--- config.mk ---
export PLATFORM = sky130hd
export DESIGN_NAME = rotary_step_ctrl
export DESIGN_NICKNAME = d
export VERILOG_FILES = /design/src/rtl/rotary_step_ctrl.sv
export SDC_FILE = /design/constraint.sdc
export NUM_CORES = 1
export LEC_CHECK = 0
export CORE_ASPECT_RATIO = 1.4
export CORE_MARGIN = 2
export CORE_UTILIZATION = 54
export DETAILED_ROUTE_END_ITERATION = 10
export GPL_TIMING_DRIVEN = 0
export PLACE_DENSITY = 0.92
export REMOVE_ABC_BUFFERS = 1
export SLEW_MARGIN = 20
export SYNTH_ARGS = -nofsm -noshare
export SYNTH_HDL_FRONTEND = slang
export SYNTH_SLANG_ARGS = --single-unit
--- constraint.sdc ---
create_clock -name clk_i -period 7.49 [get_ports clk_i]
set_input_delay 1.498 -clock clk_i [delete_from_list [all_inputs] [get_ports clk_i]]
set_output_delay 1.498 -clock clk_i [all_outputs]
set_load 0.01 [all_outputs]
--- src/rtl/rotary_step_ctrl.sv ---
// Rotary step controller: turns filtered quadrature edges into bounded
// position steps with a valid/ack event handshake and post-step lockout.
module rotary_step_ctrl #(
  parameter int VAL_W    = 8,
  parameter int VAL_MIN  = 0,
  parameter int VAL_MAX  = 255,
  parameter int VAL_INIT = 0,
  parameter int STEP     = 1,
  parameter int WRAP     = 0,
  parameter int LOCKOUT  = 4
) (
  input  logic             clk_i,
  input  logic             rst_i,
  input  logic             rotaf_i,
  input  logic             rotbf_i,
  input  logic             en_i,
  input  logic             load_i,
  input  logic [VAL_W-1:0] load_val_i,
  input  logic             evt_ack_i,
  output logic [VAL_W-1:0] value_o,
  output logic             evt_valid_o,
  output logic             evt_dir_o,
  output logic             ovr_o,
  output logic             limit_o
);

  localparam int CNT_W = (LOCKOUT > 1) ? $clog2(LOCKOUT) : 1;

  localparam logic [VAL_W:0] MIN_X  = (VAL_W+1)'(VAL_MIN);
  localparam logic [VAL_W:0] MAX_X  = (VAL_W+1)'(VAL_MAX);
  localparam logic [VAL_W:0] STEP_X = (VAL_W+1)'(STEP);

  localparam logic [VAL_W-1:0] MIN_V  = VAL_W'(VAL_MIN);
  localparam logic [VAL_W-1:0] MAX_V  = VAL_W'(VAL_MAX);
  localparam logic [VAL_W-1:0] INIT_V = VAL_W'(VAL_INIT);
  localparam logic LIMIT_INIT =
    (VAL_INIT == VAL_MIN) || (VAL_INIT == VAL_MAX);

  localparam logic [CNT_W-1:0] CNT_LD =
    CNT_W'((LOCKOUT > 0) ? LOCKOUT - 1 : 0);

  typedef enum logic [1:0] {
    IDLE,
    UPDATE,
    LOCK
  } state_t;

  state_t           state_q, state_d;
  logic [CNT_W-1:0] cnt_q, cnt_d;
  logic             a_prev_q;
  logic             dir_q, dir_d;
  logic [VAL_W-1:0] value_q, value_d;
  logic             evt_valid_q, evt_valid_d;
  logic             evt_dir_q, evt_dir_d;
  logic             ovr_q, ovr_d;
  logic             limit_q, limit_d;

  logic             rise;
  logic [VAL_W:0]   v_x, up_x, dn_x, ld_x;
  logic [VAL_W-1:0] step_val, load_clamp;

  assign rise = rotaf_i & ~a_prev_q;

  // Bounds are checked one bit wider so v+STEP cannot overflow silently.
  always_comb begin
    v_x  = {1'b0, value_q};
    up_x = v_x + STEP_X;
    dn_x = v_x - STEP_X;
    step_val = value_q;
    if (dir_q) begin
      if (up_x > MAX_X) begin
        step_val = (WRAP != 0) ? MIN_V : MAX_V;
      end else begin
        step_val = up_x[VAL_W-1:0];
      end
    end else begin
      if (v_x < (MIN_X + STEP_X)) begin
        step_val = (WRAP != 0) ? MAX_V : MIN_V;
      end else begin
        step_val = dn_x[VAL_W-1:0];
      end
    end
  end

  always_comb begin
    ld_x = {1'b0, load_val_i};
    load_clamp = load_val_i;
    if (ld_x <= MIN_X) begin
      load_clamp = MIN_V;
    end else if (ld_x > MAX_X) begin
      load_clamp = MAX_V;
    end
  end

  always_comb begin
    state_d     = state_q;
    cnt_d       = cnt_q;
    dir_d       = dir_q;
    value_d     = value_q;
    evt_valid_d = evt_valid_q;
    evt_dir_d   = evt_dir_q;
    ovr_d       = ovr_q;

    if (evt_ack_i) begin
      evt_valid_d = 1'b0;
    end

    case (state_q)
      IDLE: begin
        if (rise && en_i && !load_i) begin
          state_d = UPDATE;
          dir_d   = ~rotbf_i;
        end
      end
      UPDATE: begin
        value_d     = step_val;
        evt_valid_d = 1'b1;
        evt_dir_d   = dir_q;
        if (evt_valid_q && !evt_ack_i) begin
          ovr_d = 1'b1;
        end
        if (LOCKOUT == 0) begin
          state_d = IDLE;
        end else begin
          state_d = LOCK;
          cnt_d   = CNT_LD;
        end
      end
      LOCK: begin
        if (cnt_q == '0) begin
          state_d = IDLE;
        end else begin
          cnt_d = cnt_q - 1'b1;
        end
      end
      default: state_d = IDLE;
    endcase

    // Load owns the value write even when a step lands in the same cycle.
    if (load_i) begin
      value_d = load_clamp;
      ovr_d   = 1'b0;
    end

    limit_d = (value_d == MIN_V) || (value_d == MAX_V);
  end

  always_ff @(posedge clk_i or posedge rst_i) begin
    if (rst_i) begin
      state_q     <= IDLE;
      cnt_q       <= '0;
      a_prev_q    <= 1'b1;
      dir_q       <= 1'b0;
      value_q     <= INIT_V;
      evt_valid_q <= 1'b0;
      evt_dir_q   <= 1'b0;
      ovr_q       <= 1'b0;
      limit_q     <= LIMIT_INIT;
    end else begin
      state_q     <= state_d;
      cnt_q       <= cnt_d;
      a_prev_q    <= rotaf_i;
      dir_q       <= dir_d;
      value_q     <= value_d;
      evt_valid_q <= evt_valid_d;
      evt_dir_q   <= evt_dir_d;
      ovr_q       <= ovr_d;
      limit_q     <= limit_d;
    end
  end

  assign value_o     = value_q;
  assign evt_valid_o = evt_valid_q;
  assign evt_dir_o   = evt_dir_q;
  assign ovr_o       = ovr_q;
  assign limit_o     = limit_q;

endmodule

-- Word level (Yosys, flattened, before mapping)
Index checks and enable logic that the tools add are counted.
- $add $sub $neg: 3
- order comparisons: 3
- equal/unequal tests: 6
- muxes and demuxes: 16
- bitwise logic cells: 3
- reduce and logical (&&, ||, !) cells: 17
- operators with widths (cell ; number):
    $mux 8 ; 6
    $add 8x1->9 const B ; 1
    $gt 9x8->1 const B ; 1
    $eq 8x8->1 const B ; 1
    $le 8x1->1 const B ; 1
    $logic_not 8->1 ; 1
    $lt 8x1->1 const B ; 1
    $reduce_and 2->1 ; 4
    $reduce_bool 2->1 ; 4
    $sub 8x1->8 const B ; 1
    $mux 2 ; 3
    $ne 2x2->1 const B ; 3
    $pmux 2 s3 ; 1
    $mux 1 ; 5
    $logic_not 2->1 ; 2
    $pmux 2 s2 ; 1
    $logic_and 1x1->1 ; 3
    $eq 2x1->1 const B ; 1
    $eq 2x2->1 const B ; 1
    $logic_not 1->1 ; 2
    $not 1->1 ; 2
    $sub 2x1->2 const B ; 1
    $and 1x1->1 ; 1
    $logic_or 1x1->1 ; 1
- bits in registers: 18
- input port bits: 15
- logic and storage cells: 57

-- Depth between registers and ports, before layout
- depth after elaboration: 8
- gate-level depth with buffers: 9
- mapped depth without buffers: 9

-- Least setup slack after synthesis
Ideal clock, no wire load.
- kind: input to register
- start point: input port load_i
- end point: register limit_q (netlist: limit_o)
- setup time: 77 ps
- arrival: 2878 ps
- data required time: 7413 ps
- setup slack: 4535 ps
- stages on the path: 6
- cell sequence: inv_1 -> nand3_1 -> o32a_1 -> or3_1 -> or4_1 -> o22ai_1
- word-level cells in the longest chain between the ends: 3
- RTL lines (element ; RTL line ; text):
    start, declared ; 17 ; input logic load_i,
    $mux 8 (*) ; 140 ; if (load_i) begin
    named net value_d[3] ; 52 ; logic [VAL_W-1:0] value_q, value_d;
    $eq 8x8->1 / $logic_not 8->1 (equally long branches) ; 145 ; limit_d = (value_d == MIN_V) || (value_d == MAX_V);
    $logic_or 1x1->1 (*) ; 145 ;
    named net limit_d ; 56 ; logic limit_q, limit_d;
    end signal, assigned ; 168 ; limit_q <= limit_d;
    end, declared ; 56 ;
Mark *: on every way through the listed nets, which the timed path passes. The rest lies on a longest branch.
A chain may end at the register's enable or synchronous reset.

-- Worst setup path in the final report
Same ends and word-level chain as after synthesis.

==> flow_metrics.tcl <==
set metrics [dict create \
    peakVddDrop_mv 0.182 \
    ant_nets 0 \
    htree_levels 1 \
    avgSynthCellArea_sq_um 8.19 \
    crit_required_ps 7720 \
    critPathCaptureType "register" \
    met3_usage 0.0327 \
    grt_util_met2 0.500 \
    finalCritPeriodShare 0.494 \
    finalSetupViolCount 0 \
    clkTransAtPathRegs_ps 90 \
    grt_pass1_vias 1238 \
    ys_seq_elements 18 \
    placementRows 20 \
    fp.dieW_um 44.5 \
    cts_hold_buf 0 \
    crit_start "load_i" \
    vias 1264 \
    crit_fanout 14 \
    hpwl_um 2530 \
    status "finished clean" \
    clockRootBuffer "clkbuf_4" \
    yosysMostFrequentCell "dfrtp_1" \
    drv_cap 0 \
    die_area_sq_um 2700 \
    ys.flop_type "dfrtp_1" \
    layout.nets 192 \
    drive_above_1_share 0.0523 \
    syn_area_sq_um 1240 \
    synthArstFlopShare 1.00 \
    p_per_area_nw_per_um2 216 \
    cts_buffers 3 \
    hp-start "evt_dir_o$_DFFE_PP0P_" \
    synth_area_leaders "dfrtp_1 32%, o21ai_0 4.4%, dfstp_2 4.2%" \
    syn_inst 151 \
    yosysTopAreaCell "dfrtp_1" \
    worst_hold_slack_ps 505 \
    cts_setup_buffers 0 \
    io_pins 27 \
    crit_arrival_ps 3930 \
    port_buffers 26 \
    routedWlPerCell_um 17.3 \
    worstMarginPinSlew_ps 914 \
    gp_congestion 0.877 \
    clk_latency_ps 300 \
    seq_area_frac_synth 0.366 \
    synth_common_cells "16 x dfrtp_1, 14 x inv_1, 11 x nand2_1, 11 x o21ai_0" \
    grt_pass1_wl_um 5620 \
    firstDrtPassIters 4 \
    drc 0 \
    antenna_found_initial 0 \
    gr-usage-met1 0.339 \
    drt_iter0_drc 38 \
    start_util 0.568 \
    final-max-slew-violation-count 0 \
    grt_setup_unrepaired "false" \
    die_h_um 60.6 \
    overflow 0 \
    grt_busiest_layer "met2" \
    p_leak_nw 0.621 \
    crit_type "input port to register" \
    final_cells 194 \
    clock.fmax_mhz 270 \
    syn_to_final_growth_pct 22.1 \
    hold_path.class "register to register" \
    place.detailed.instances 191 \
    ys_warn_count 0 \
    synthDistinctLibCells 43 \
    drt-vias-per-instance 6.52 \
    grt_max_degree 19 \
    grt_usage 0.284 \
    insertedDiodeCount 0 \
    start_kind "input port" \
    skew_ps 4.69 \
    cts_resized 0 \
    synth_edf_count 0 \
    clock_path_buffers 2 \
    fin_setup_tns_ps 0 \
    cts_num_sinks 18 \
    r2r_start "value_o[0]$_DFF_PP0_" \
    wl_um 3360 \
    final_util 0.694 \
    cts_tree "yes" \
    period_needed_ps 3700 \
    slew_headroom 0.389 \
    hold_viol 0 \
    synth_top_area_frac 0.324 \
    core-area_sq_um 2180 \
]
-- cell usage in the layout (no fill, tap or decap), types with 2 or more instances in the layout --
cell / count
o21ai_1: 2
o21ai_0: 11
o41ai_1: 3
ha_1: 3
o22ai_1: 3
dfrtp_1: 16
nand2b_1: 2
or3_1: 2
or4_1: 4
a221oi_1: 2
clkdlybuf4s50_1: 26
a21o_1: 3
nand4_1: 2
dfstp_2: 2
inv_1: 14
a21oi_1: 9
clkbuf_4: 3
nor2_1: 9
nand2_1: 11
nor2b_1: 2
and2_1: 2
nand3_1: 9
a31oi_1: 2
xor2_1: 2
a2bb2oi_1: 2
nor3_1: 9
-- path summary, 6_finish.rpt --
check,end,slack (ps),depth (start not counted)
worst max-delay path,limit_o$_DFF_PP1_,3790,7
worst min-delay path,evt_dir_o$_DFFE_PP0P_,500,2
worst max register to register,limit_o$_DFF_PP1_,4660,9
worst min register to register,evt_dir_o$_DFFE_PP0P_,500,2
max in group asynchronous,cnt_q[0]$_DFFE_PP0P_,5470,2
min in group asynchronous,value_o[0]$_DFF_PP0_,1600,2
-- metrics by stage --
step	worst slack (ps)	power, W	cell area [sq um]
6_report	3790	0.000326	1510
5_1_grt	3710	0.000349	1510
4_1_cts	3810	0.000326	1510
3_5_place_dp	3490	0.000279	1490
3_3_place_gp	3530	0.000271	1490
2_1_floorplan	4530	0.000223	1200
-- report_power, final --
| group | internal, W | leakage [nW] | switching, W | total [W] |
|---|---|---|---|---|
| Clock | 0.0000188 | 0.0138 | 0.0000282 | 0.0000469 |
| Sequential | 0.000117 | 0.211 | 0.0000348 | 0.000151 |
| Combinational | 0.0000613 | 0.397 | 0.0000664 | 0.000128 |
-- registers in the layout, indices dropped and copies added, names as in the netlist --
name,cells
limit_o,1
state_q,2
a_prev_q,1
evt_valid_o,1
dir_q,1
cnt_q,2
value_o,8
evt_dir_o,1
ovr_o,1
-- worst max-delay path, stage by stage --
cell and delay (ps):
clkdlybuf4s50_1 700, inv_1 330, nand3_1 100, o32a_1 330, or3_1 370, or4_1 410
o22ai_1 180
-- final cells by class --
class / count / area [sq um]
Fill cell: 172 / 666
Timing Repair Buffer: 26 / 260
Tap cell: 22 / 27.5
Multi-Input combinational cell: 111 / 696
Sequential cell: 18 / 453
Clock buffer: 3 / 22.5
Inverter: 14 / 52.6
-- cell families (layout without fill, tap and decap cells) --
logic type	after synthesis	after routing	synth area share
AO/OA/AOI/OAI	47	47	0.257
adder cells (fa/ha/maj)	3	3	0.0303
flip-flops	18	18	0.366
AND/OR/NAND/NOR	59	59	0.261
buffers and inverters	22	43	0.0718
XOR/XNOR	2	2	0.0142
-- metal layers --
metal | wire length [um] | part of all wire
met2 | 1730 | 0.52
met3 | 189 | 0.056
met4 | 130 | 0.039
met1 | 1310 | 0.39
met5 | 0 | 0
No activity file was read; power rests on OpenSTA's default activity.
